File: config.mk
export PLATFORM = sky130hd
export DESIGN_NAME = bcd_999_ctrl_flat
export DESIGN_NICKNAME = d
export VERILOG_FILES = /design/src/rtl/bcd_999_ctrl_if.sv /design/src/rtl/bcd_999_ctrl.sv /design/src/flat_wrapper.sv
export SDC_FILE = /design/constraint.sdc
export NUM_CORES = 1
export LEC_CHECK = 0
export CAP_MARGIN = 20
export CORE_ASPECT_RATIO = 0.5
export CORE_MARGIN = 2
export CORE_UTILIZATION = 38
export CTS_BUF_LIST = sky130_fd_sc_hd__clkbuf_4 sky130_fd_sc_hd__clkbuf_8
export CTS_CLUSTER_DIAMETER = 200
export DETAILED_ROUTE_END_ITERATION = 8
export SLEW_MARGIN = 30
export SYNTH_ARGS = -nofsm -noshare
export SYNTH_HDL_FRONTEND = slang
export SYNTH_SLANG_ARGS = --single-unit
File: constraint.sdc
create_clock -name clk -period 2.2 [get_ports clk]
set_clock_uncertainty 0.1 [all_clocks]
set_input_delay 0.66 -clock clk [delete_from_list [all_inputs] [get_ports clk]]
set_output_delay 0.66 -clock clk [all_outputs]
set_load 0.02 [all_outputs]
File: src/rtl/bcd_999_ctrl_if.sv
// Command/status bundle between a host and the three-digit BCD counter controller.
interface bcd_999_ctrl_if #(
  parameter int unsigned WIDTH = 5
);
  logic             start;
  logic             pause;
  logic             clear;
  logic [WIDTH-1:0] target_2;
  logic [WIDTH-1:0] target_1;
  logic [WIDTH-1:0] target_0;
  logic             enb;
  logic             cnt_clr;
  logic [WIDTH-1:0] d_2;
  logic [WIDTH-1:0] d_1;
  logic [WIDTH-1:0] d_0;
  logic [1:0]       state;
  logic             running;
  logic             done;

  modport master (
    output start, pause, clear, target_2, target_1, target_0,
    input  enb, cnt_clr, d_2, d_1, d_0, state, running, done
  );

  modport slave (
    input  start, pause, clear, target_2, target_1, target_0,
    output enb, cnt_clr, d_2, d_1, d_0, state, running, done
  );
endinterface

File: src/rtl/bcd_999_ctrl.sv
// Run/pause/clear controller for an external 000..999 BCD counter.
// It issues prescaled count enables and keeps a shadow copy of the count.
module bcd_999_ctrl #(
  parameter int unsigned WIDTH    = 5,
  parameter int unsigned TICK_DIV = 4
) (
  input  logic             clk,
  input  logic             rst,
  bcd_999_ctrl_if.slave    bus
);
  localparam int unsigned PW = 10;
  localparam logic [PW-1:0] PRESC_LAST = PW'(TICK_DIV - 1);
  localparam logic [WIDTH-1:0] NINE = WIDTH'(9);

  typedef enum logic [1:0] {
    IDLE  = 2'd0,
    RUN   = 2'd1,
    PAUSE = 2'd2,
    DONE  = 2'd3
  } state_t;

  state_t           state_q, state_d;
  logic [PW-1:0]    presc_q, presc_d;
  logic [WIDTH-1:0] d2_q, d2_d, d1_q, d1_d, d0_q, d0_d;
  logic             enb_q, enb_d;
  logic             cnt_clr_q, cnt_clr_d;

  logic [WIDTH-1:0] inc2, inc1, inc0;
  logic             tgt_eq_cur, tgt_eq_inc;
  logic             advance;

  always_comb begin
    inc0 = (d0_q == NINE) ? '0 : d0_q + 1'b1;
    inc1 = d1_q;
    inc2 = d2_q;
    if (d0_q == NINE) begin
      inc1 = (d1_q == NINE) ? '0 : d1_q + 1'b1;
      if (d1_q == NINE) begin
        inc2 = (d2_q == NINE) ? '0 : d2_q + 1'b1;
      end
    end
  end

  // Shadow digits never exceed 9, so a target digit above 9 can never match.
  assign tgt_eq_cur = (bus.target_2 == d2_q) && (bus.target_1 == d1_q) &&
                      (bus.target_0 == d0_q);
  assign tgt_eq_inc = (bus.target_2 == inc2) && (bus.target_1 == inc1) &&
                      (bus.target_0 == inc0);

  always_comb begin
    state_d   = state_q;
    presc_d   = presc_q;
    d2_d      = d2_q;
    d1_d      = d1_q;
    d0_d      = d0_q;
    enb_d     = 1'b0;
    cnt_clr_d = 1'b0;
    advance   = 1'b0;

    if (bus.clear) begin
      state_d   = IDLE;
      cnt_clr_d = 1'b1;
      presc_d   = '0;
      d2_d      = '0;
      d1_d      = '0;
      d0_d      = '0;
    end else begin
      unique case (state_q)
        IDLE: begin
          if (bus.start && !bus.pause) begin
            state_d = tgt_eq_cur ? DONE : RUN;
            presc_d = '0;
          end
        end
        RUN: begin
          if (bus.pause) begin
            state_d = PAUSE;
          end else begin
            advance = 1'b1;
          end
        end
        PAUSE: begin
          // The resume edge is itself a counting cycle for the prescaler.
          if (bus.start && !bus.pause) begin
            state_d = RUN;
            advance = 1'b1;
          end
        end
        DONE: begin
        end
        default: state_d = IDLE;
      endcase

      if (advance) begin
        if (presc_q == PRESC_LAST) begin
          presc_d = '0;
          enb_d   = 1'b1;
          d2_d    = inc2;
          d1_d    = inc1;
          d0_d    = inc0;
          if (tgt_eq_inc) begin
            state_d = DONE;
          end
        end else begin
          presc_d = presc_q + 1'b1;
        end
      end
    end
  end

  always_ff @(posedge clk or negedge rst) begin
    if (!rst) begin
      state_q   <= IDLE;
      presc_q   <= '0;
      d2_q      <= '0;
      d1_q      <= '0;
      d0_q      <= '0;
      enb_q     <= 1'b0;
      cnt_clr_q <= 1'b0;
    end else begin
      state_q   <= state_d;
      presc_q   <= presc_d;
      d2_q      <= d2_d;
      d1_q      <= d1_d;
      d0_q      <= d0_d;
      enb_q     <= enb_d;
      cnt_clr_q <= cnt_clr_d;
    end
  end

  assign bus.enb     = enb_q;
  assign bus.cnt_clr = cnt_clr_q;
  assign bus.d_2     = d2_q;
  assign bus.d_1     = d1_q;
  assign bus.d_0     = d0_q;
  assign bus.state   = state_q;
  assign bus.running = (state_q == RUN);
  assign bus.done    = (state_q == DONE);
endmodule
File: src/flat_wrapper.sv
// flat-port wrapper written by rule: the top's interface ports become plain ports
module bcd_999_ctrl_flat 
#(
  parameter int unsigned WIDTH    = 5,
  parameter int unsigned TICK_DIV = 4
)
  (clk, rst, bus_start, bus_pause, bus_clear, bus_target_2, bus_target_1, bus_target_0, bus_enb, bus_cnt_clr, bus_d_2, bus_d_1, bus_d_0, bus_state, bus_running, bus_done);
  bcd_999_ctrl_if #(.WIDTH(WIDTH)) bus_i ();
  input  logic clk;
  input  logic rst;
  input wire logic [$bits(bus_i.start)-1:0] bus_start;
  input wire logic [$bits(bus_i.pause)-1:0] bus_pause;
  input wire logic [$bits(bus_i.clear)-1:0] bus_clear;
  input wire logic [$bits(bus_i.target_2)-1:0] bus_target_2;
  input wire logic [$bits(bus_i.target_1)-1:0] bus_target_1;
  input wire logic [$bits(bus_i.target_0)-1:0] bus_target_0;
  output wire logic [$bits(bus_i.enb)-1:0] bus_enb;
  output wire logic [$bits(bus_i.cnt_clr)-1:0] bus_cnt_clr;
  output wire logic [$bits(bus_i.d_2)-1:0] bus_d_2;
  output wire logic [$bits(bus_i.d_1)-1:0] bus_d_1;
  output wire logic [$bits(bus_i.d_0)-1:0] bus_d_0;
  output wire logic [$bits(bus_i.state)-1:0] bus_state;
  output wire logic [$bits(bus_i.running)-1:0] bus_running;
  output wire logic [$bits(bus_i.done)-1:0] bus_done;
  assign bus_i.start = bus_start;
  assign bus_i.pause = bus_pause;
  assign bus_i.clear = bus_clear;
  assign bus_i.target_2 = bus_target_2;
  assign bus_i.target_1 = bus_target_1;
  assign bus_i.target_0 = bus_target_0;
  assign bus_enb = bus_i.enb;
  assign bus_cnt_clr = bus_i.cnt_clr;
  assign bus_d_2 = bus_i.d_2;
  assign bus_d_1 = bus_i.d_1;
  assign bus_d_0 = bus_i.d_0;
  assign bus_state = bus_i.state;
  assign bus_running = bus_i.running;
  assign bus_done = bus_i.done;
  bcd_999_ctrl #(.WIDTH(WIDTH), .TICK_DIV(TICK_DIV)) u_core (.clk(clk), .rst(rst), .bus(bus_i));
endmodule
==> impl_metrics.env <==
export IMPL_status="finished with violations"
export IMPL_violations="negative setup slack"
export IMPL_via_per_inst=5.27
export IMPL_grt_pass1_vias=2401
export IMPL_rr_endpoint="u_core.bus.state[1]$_DFF_PN0_"
export IMPL_synth_edff_count=0
export IMPL_arrival_ns=2.52
export IMPL_synth_xor_area_share_pct=12.4
export IMPL_p_leak_nw=1.88
export IMPL_drtAntennaViolNets=0
export IMPL_finalWorstSetupSlack_ns=-0.219
export IMPL_avgRoutedWirePerCell_um=15.6
export IMPL_setup_tns_ns=-0.395
export IMPL_die_h_um=59.3
export IMPL_tightest_slew_ns=0.400
export IMPL_r2r_start="u_core.bus.d_0[1]$_DFFE_PN0P_"
export IMPL_startpoint_type="flip-flop"
export IMPL_crit_type="flip-flop to flip-flop"
export IMPL_maxCapViolations=0
export IMPL_start_util_pct=38.9
export IMPL_total_power_w=0.00136
export IMPL_numClockSinks=29
export IMPL_cts_path_max_buffers=2
export IMPL_synth_adder_area_share_pct=5.92
export IMPL_syn_nets=304
export IMPL_wl_mm=7.28
export IMPL_drc_errors=0
export IMPL_synth_compound_area_share_pct=17.7
export IMPL_end_kind="flip-flop"
export IMPL_relSlewSlack_pct=73.3
export IMPL_syn_avg_cell_area_um2=8.52
export IMPL_synth_top_family_by_area="simple AND/OR/NAND/NOR gates"
export IMPL_nets=421
export IMPL_final_hold_viol_count=0
export IMPL_cts_htree_levels=2
export IMPL_synth_mux_area_share_pct=0.431
export IMPL_overflow=0
export IMPL_async_reset_ff_share_pct=100
export IMPL_io_buffer_count=40
export IMPL_antenna_found_initial=0
export IMPL_detailedPlace_worstSlack_ns=-0.473
export IMPL_max_freq_ghz=0.413
export IMPL_coreArea_um2=5980
export IMPL_powerDensity_nw_per_um2=365
export IMPL_n_antenna_cell=0
export IMPL_rr_worst_depth=9
export IMPL_finalSetupViolCount=2
export IMPL_placement_rows=20
export IMPL_slew_viol_final=0
export IMPL_hpwl_mm=5.54
export IMPL_endpoint="u_core.bus.state[1]$_DFF_PN0_"
export IMPL_min_path_type="flip-flop to flip-flop"
export IMPL_worstSkewPairLatency_ns=0.30
export IMPL_rsz0062_at_grt="yes"
export IMPL_design_die_area_um2=6800
export IMPL_syn_cell_area_um2=2320
export IMPL_fin_area_um2=3710
export IMPL_fin_crit_sh_pct=110
export IMPL_yosys_top_cells_area="dfrtp_1 31%, xor2_1 8.3%, ha_1 5.9%, nor2_1 4.5%, o21ai_0 4.5%"
export IMPL_drtIter0Drc=171
export IMPL_grt_usage_pct=22.4
export IMPL_cts_tree="done"
export IMPL_synth_top_area_cell="dfrtp_1"
export IMPL_dpl_cell_area_um2=3310
export IMPL_ios=41
export IMPL_crit_start="u_core.bus.d_0[1]$_DFFE_PN0P_"
export IMPL_yosysSeqAreaShare_pct=31.2
export IMPL_netlist_cell_type_count=54
export IMPL_clkTransAtPathRegs_ns=0.08
export IMPL_gp_congestion=0.914
export IMPL_drive_gt1_share_pct=34.8
export IMPL_drtPass1Iterations=4
export IMPL_cts_root_buf="clkbuf_8"
export IMPL_ys_ff_latch=29
export IMPL_critical_path_required_ns=2.30
export IMPL_synth_top_area_share_pct=31.2
export IMPL_ys_top_cells_by_count="29 x dfrtp_1, 28 x nor2_1, 22 x xor2_1"
export IMPL_synthCells=273
export IMPL_cts_buffers=5
export IMPL_ys_warn_count=0
export IMPL_synth_most_common_cell="dfrtp_1"
export IMPL_grt_max_degree=30
export IMPL_ir_worst_vdd_uv=220
export IMPL_grt_first_pass_wirelength_mm=11.7
export IMPL_crit_fanout=7
export IMPL_finalCriticalPeriod_ns=2.42
export IMPL_vias=2468
export IMPL_reg2reg_slack_ns=-0.22
export IMPL_die_width_um=115
export IMPL_synthSimpleGateAreaFrac_pct=26.4
export IMPL_synth_flop_cell="dfrtp_1"
export IMPL_area_growth_pct=59.7
[report_power, final]
| part | switching [W] | internal [W] |
|---|---|---|
| clock | 0.000242 | 0.000368 |
| sequential | 0.00000303 | 0.000537 |
| combinational | 0.000101 | 0.000105 |
| total | 0.000346 | 0.00101 |
[cell families (layout without fill, tap and decap cells)]
kind of cell / count (synthesis) / after routing
mux: 1 / 1
compound gates: 65 / 65
buf+inv: 26 / 143
flops: 29 / 29
simple gates: 108 / 109
xor+xnor: 33 / 33
fa+ha+maj: 11 / 11
[per-stage QoR]
| step | util (%) | instances | hold slack (ns) |
|---|---|---|---|
| after floorplan | - | 273 | 0.264 |
| after global routing | 62.1 | 468 | 0.447 |
| after detailed placement | 55.4 | 451 | 0.409 |
| after CTS | 59.0 | 461 | 0.420 |
| final | 62.1 | 468 | 0.401 |
| after global placement | 55.4 | 451 | 0.407 |
[area by class of cell]
class | count | area (um2)
timing repair buffer | 123 | 1050
inverter | 12 | 45.0
clock buffer | 6 | 82.6
multi-input combinational | 219 | 1670
sequential | 29 | 732
tap | 77 | 96.3
clock inverter | 2 | 37.5
fill | 498 | 2270
[layer usage]
layer | vias to the layer above | global-route usage (%) | routed length [um]
met5 | - | 0 | 0
met4 | 0 | 6.45 | 57
met3 | 7 | 3.37 | 392
met2 | 54 | 37.7 | 3470
met1 | 1193 | 30.4 | 3360
li1 | 1214 | - | -
[layout by cell type, fill, tap and decap left out, drive strengths merged, types with 3 or more instances in the layout]
| cell | count |
|---|---|
| and4bb | 4 |
| buf | 84 |
| inv | 12 |
| dfrtp | 29 |
| xor2 | 22 |
| nor4b | 3 |
| dlygate4sd2 | 7 |
| nand2 | 17 |
| nor3 | 8 |
| clkdlybuf4s50 | 18 |
| a21oi | 16 |
| nor2b | 3 |
| ha | 11 |
| xnor2 | 11 |
| o31ai | 6 |
| nand2b | 3 |
| nand4 | 3 |
| o21ai | 22 |
| a21o | 3 |
| dlymetal6s2s | 12 |
| clkbuf | 8 |
| nand3 | 13 |
| and3 | 9 |
| nor4 | 6 |
| nand3b | 3 |
| nor2 | 28 |
[flip-flops by register name (all words and copies together) (netlist names)]
name	flops
u_core.bus.cnt_clr	1
u_core.bus.d_0	5
u_core.bus.d_1	5
u_core.bus.d_2	5
u_core.bus.enb	1
u_core.bus.state	2
u_core.presc_q	10
[worst min path at each step]
stage	from	to	slack (ns)	depth (start not counted)
floorplan	rst	u_core.bus.cnt_clr$_DFF_PN0_	0.26	0
global placement	u_core.presc_q[8]$_DFFE_PN0P_	u_core.presc_q[8]$_DFFE_PN0P_	0.41	1
CTS	u_core.presc_q[8]$_DFFE_PN0P_	u_core.presc_q[8]$_DFFE_PN0P_	0.42	1
detailed placement	u_core.presc_q[8]$_DFFE_PN0P_	u_core.presc_q[8]$_DFFE_PN0P_	0.41	1
finish	u_core.presc_q[8]$_DFFE_PN0P_	u_core.presc_q[8]$_DFFE_PN0P_	0.40	1
global route	u_core.presc_q[8]$_DFFE_PN0P_	u_core.presc_q[8]$_DFFE_PN0P_	0.45	1
[repair_timing]
action                     in CTS  in global routing
hold buffers                    0                  0
setup buffers                   2                  6
pin swaps                       3                 19
setup endpoints to repair      22                 23
gates resized for setup        28                 46
cloned                          0                  1
[worst max-delay path, stage by stage (launching register included)]
cell	delay [ns]
dfrtp_2	0.41
inv_2	0.07
ha_4	0.13
and4bb_4	0.33
buf_6	0.13
a21oi_2	0.04
nor3_2	0.18
o211ai_1	0.11
or4_4	0.55
o31ai_2	0.27
(Power assumes the default switching activity.)
==> edit (same flow settings) <==
The localparam `PW` goes from 10 to 12.
--- a/src/rtl/bcd_999_ctrl.sv
+++ b/src/rtl/bcd_999_ctrl.sv
@@ -9,5 +9,5 @@
   bcd_999_ctrl_if.slave    bus
 );
-  localparam int unsigned PW = 10;
+  localparam int unsigned PW = 12;
   localparam logic [PW-1:0] PRESC_LAST = PW'(TICK_DIV - 1);
   localparam logic [WIDTH-1:0] NINE = WIDTH'(9);
Check against the original RTL: no difference found for any inputs over 10 cycles, from zero or initial values and one cycle with rst low; that may be too few to reach the edited logic, so the function may still have changed.
==> edit against the unedited design <==
The run still ends with setup timing left; non-clock buffer count decreased by 5; sequential share of layout area up 0.83 points; largest power group is now sequential cells; total power decreased by 4.8%; cell count rose by 4.9%; core utilization rose by 0.73 points; cell area increased by 2.9%; sequential power up 7.0%; count of clock-buffer cells in the layout unchanged; via count grew 5.0%; synthesized area is 3.1% higher; combinational power is 6% higher; largest cell class unchanged; wire length increased by 5.7%; worst setup slack improved by 0.11 ns; sequential cell count is 2 higher.
==> edit: results (changes against the unedited design) <==
| Metric | Value |
|---|---|
| Outcome | finished with violations |
| Failing checks | setup timing |
| Share of layout cells above drive strength 1 | 35.48% (+0.70 points) |
| Vias in the first global route | 2493 (+3.8%) |
| Post-CTS Setup Bufs | 6 (+4) |
| Synth Warn # | 0 (unchanged) |
| Crit-path slowest cell | or4_4 |
| Cell variety after synth | 46 (-15%) |
| Async S/R FF share, synth | 100.0% (unchanged) |
| CP delay by family, top | simple AND/OR/NAND/NOR gates |
| Worst-path clk slew | 0.08 ns (about the same) |
| Placed insts | 474 (+5.1%) |
| ANT cells | 0 (unchanged) |
| Violation count after the first detailed-route iteration | 211 (+23%) |
| Dpl cell area | 3433 sq um (+3.7%) |
| Htree depth | 2 (unchanged) |
| Slew margin rel. | 71.25% (-2.1 points) |
| Max reg flops | 12 (+2) |
| Fillers | 558 (+12%) |
| Final setup fails | 2 (unchanged) |
| Worst Setup SP | u_core.bus.d_0[1]$_DFFE_PN0P_ |
| HPWL Detailed | 5601 um (+1.0%) |
| CP Max Fanout | 6 (-1) |
| Seq pwr share | 44.7% (+4.9 points) |
| Post-synthesis sequential area ratio | 32.36% (+1.1 points) |
| Antenna violations before repair | 0 (unchanged) |
| Post-synthesis area per instance | 8.267 sq um (-2.9%) |
| Data arrival, critical path | 2.45 ns (-0.07 ns) |
| Ranking of synthesized cells by area | dfrtp_1 32%, xor2_1 6.9%, ha_1 5.7%, o21ai_0 4.8%, xnor2_1 4.0% |
| Maximum vdd drop | 0.0003105 V (+41%) |
| Switch Pwr | 0.3698 mW (+7.0%) |
| Final TNS setup | -0.1938 ns (+0.2007 ns) |
| Hold Startpoint | u_core.presc_q[7]$_DFFE_PN0P_ |
| Vias | 2592 (+5.0%) |
| Largest net degree at the start of global routing | 32 (+6.7%) |
| Gpl congestion | 0.8653 (-5.3%) |
| Final nets | 433 (+2.9%) |
| Cts repair resizes | 55 (+96%) |
| Leak Pwr | 1.764 nW (-6.1%) |
| Top cells by count, synth | 31 x dfrtp_1, 23 x o21ai_0, 22 x nand2_1, 22 x nor2_1, 19 x xor2_1 |
| CP max stage delay | 0.51 ns (-0.04 ns) |
| Hold Path Class | reg -> reg |
| Clk power | 0.495 mW (-19%) |
| Clock buffer count from CTS | 5 (unchanged) |
| Routed vias/inst | 5.279 (+0.10%) |
| Sw Ratio | 28.65% (+3.1 points) |
| Largest register by flop count | u_core.presc_q |
| Clock Tree Buf Depth | 2 (unchanged) |
| DR WL/cell | 15.67 um (+0.76%) |
| Mapped Nets | 321 (+5.6%) |
| DRT Pass-1 Iters | 4 (unchanged) |
| GRT Total Usage | 23.10% (+0.73 points) |
| Setup ws final | -0.1081 ns (+0.1106 ns) |
| First-pass GRT wire length | 12120 um (+3.8%) |
| Worst-Skew Late Latency | 0.31 ns |
| Max Cap Violations | 0 (unchanged) |
[edit: routing by layer]
metal | vias to the layer above | part of all wire (%) | global-route usage, %
li1 | 1273 | - | -
met1 | 1248 | 48 | 29.69
met2 | 61 | 46 | 39.04
met3 | 10 | 4.5 | 5.071
met4 | 0 | 1.2 | 7.993
met5 | - | 0 | 0
[edit: final cells by class]
class                           instances  share of cell area, %
Sequential cell                        31                  20.54
Timing Repair Buffer                  118                  25.97
Inverter                               11                  1.146
Multi-Input combinational cell        235                  47.13
Clock inverter                          2                 0.3275
Clock buffer                            6                  1.998
Tap cell                               88                  2.882
[edit: path summary, 6_finish.rpt]
check | end | slack [ns] | cells past startpoint
worst max-delay path | u_core.bus.state[0]$_DFF_PN0_ | -0.11 | 9
max in group asynchronous | u_core.bus.d_1[1]$_DFFE_PN0P_ | 1.01 | 2
worst min register to register | u_core.presc_q[7]$_DFFE_PN0P_ | 0.44 | 1
worst max register to register | u_core.bus.state[0]$_DFF_PN0_ | -0.11 | 9
min in group asynchronous | u_core.bus.d_2[4]$_DFFE_PN0P_ | 0.65 | 2
worst min-delay path | u_core.presc_q[7]$_DFFE_PN0P_ | 0.44 | 1
[edit: cell families after synthesis]
logic type	synth area share, %
and+or+nand+nor	28.55
DFF	32.36
adders and majority gates	5.741
xor gates and xnor gates	10.96
AOI/OAI and AO/OA	16.44
muxes	1.253
buffers and inverters	4.697
[edit: through the flow]
| stage | utilization (%) | worst slack (ns) |
|---|---|---|
| finish | 62.82 | -0.1081 |
| CTS | 61.79 | -0.05506 |
| global placement | 56.46 | -0.5230 |
| global route | 62.82 | -0.1986 |
| floorplan | - | -0.02319 |
| detailed placement | 56.46 | -0.6117 |
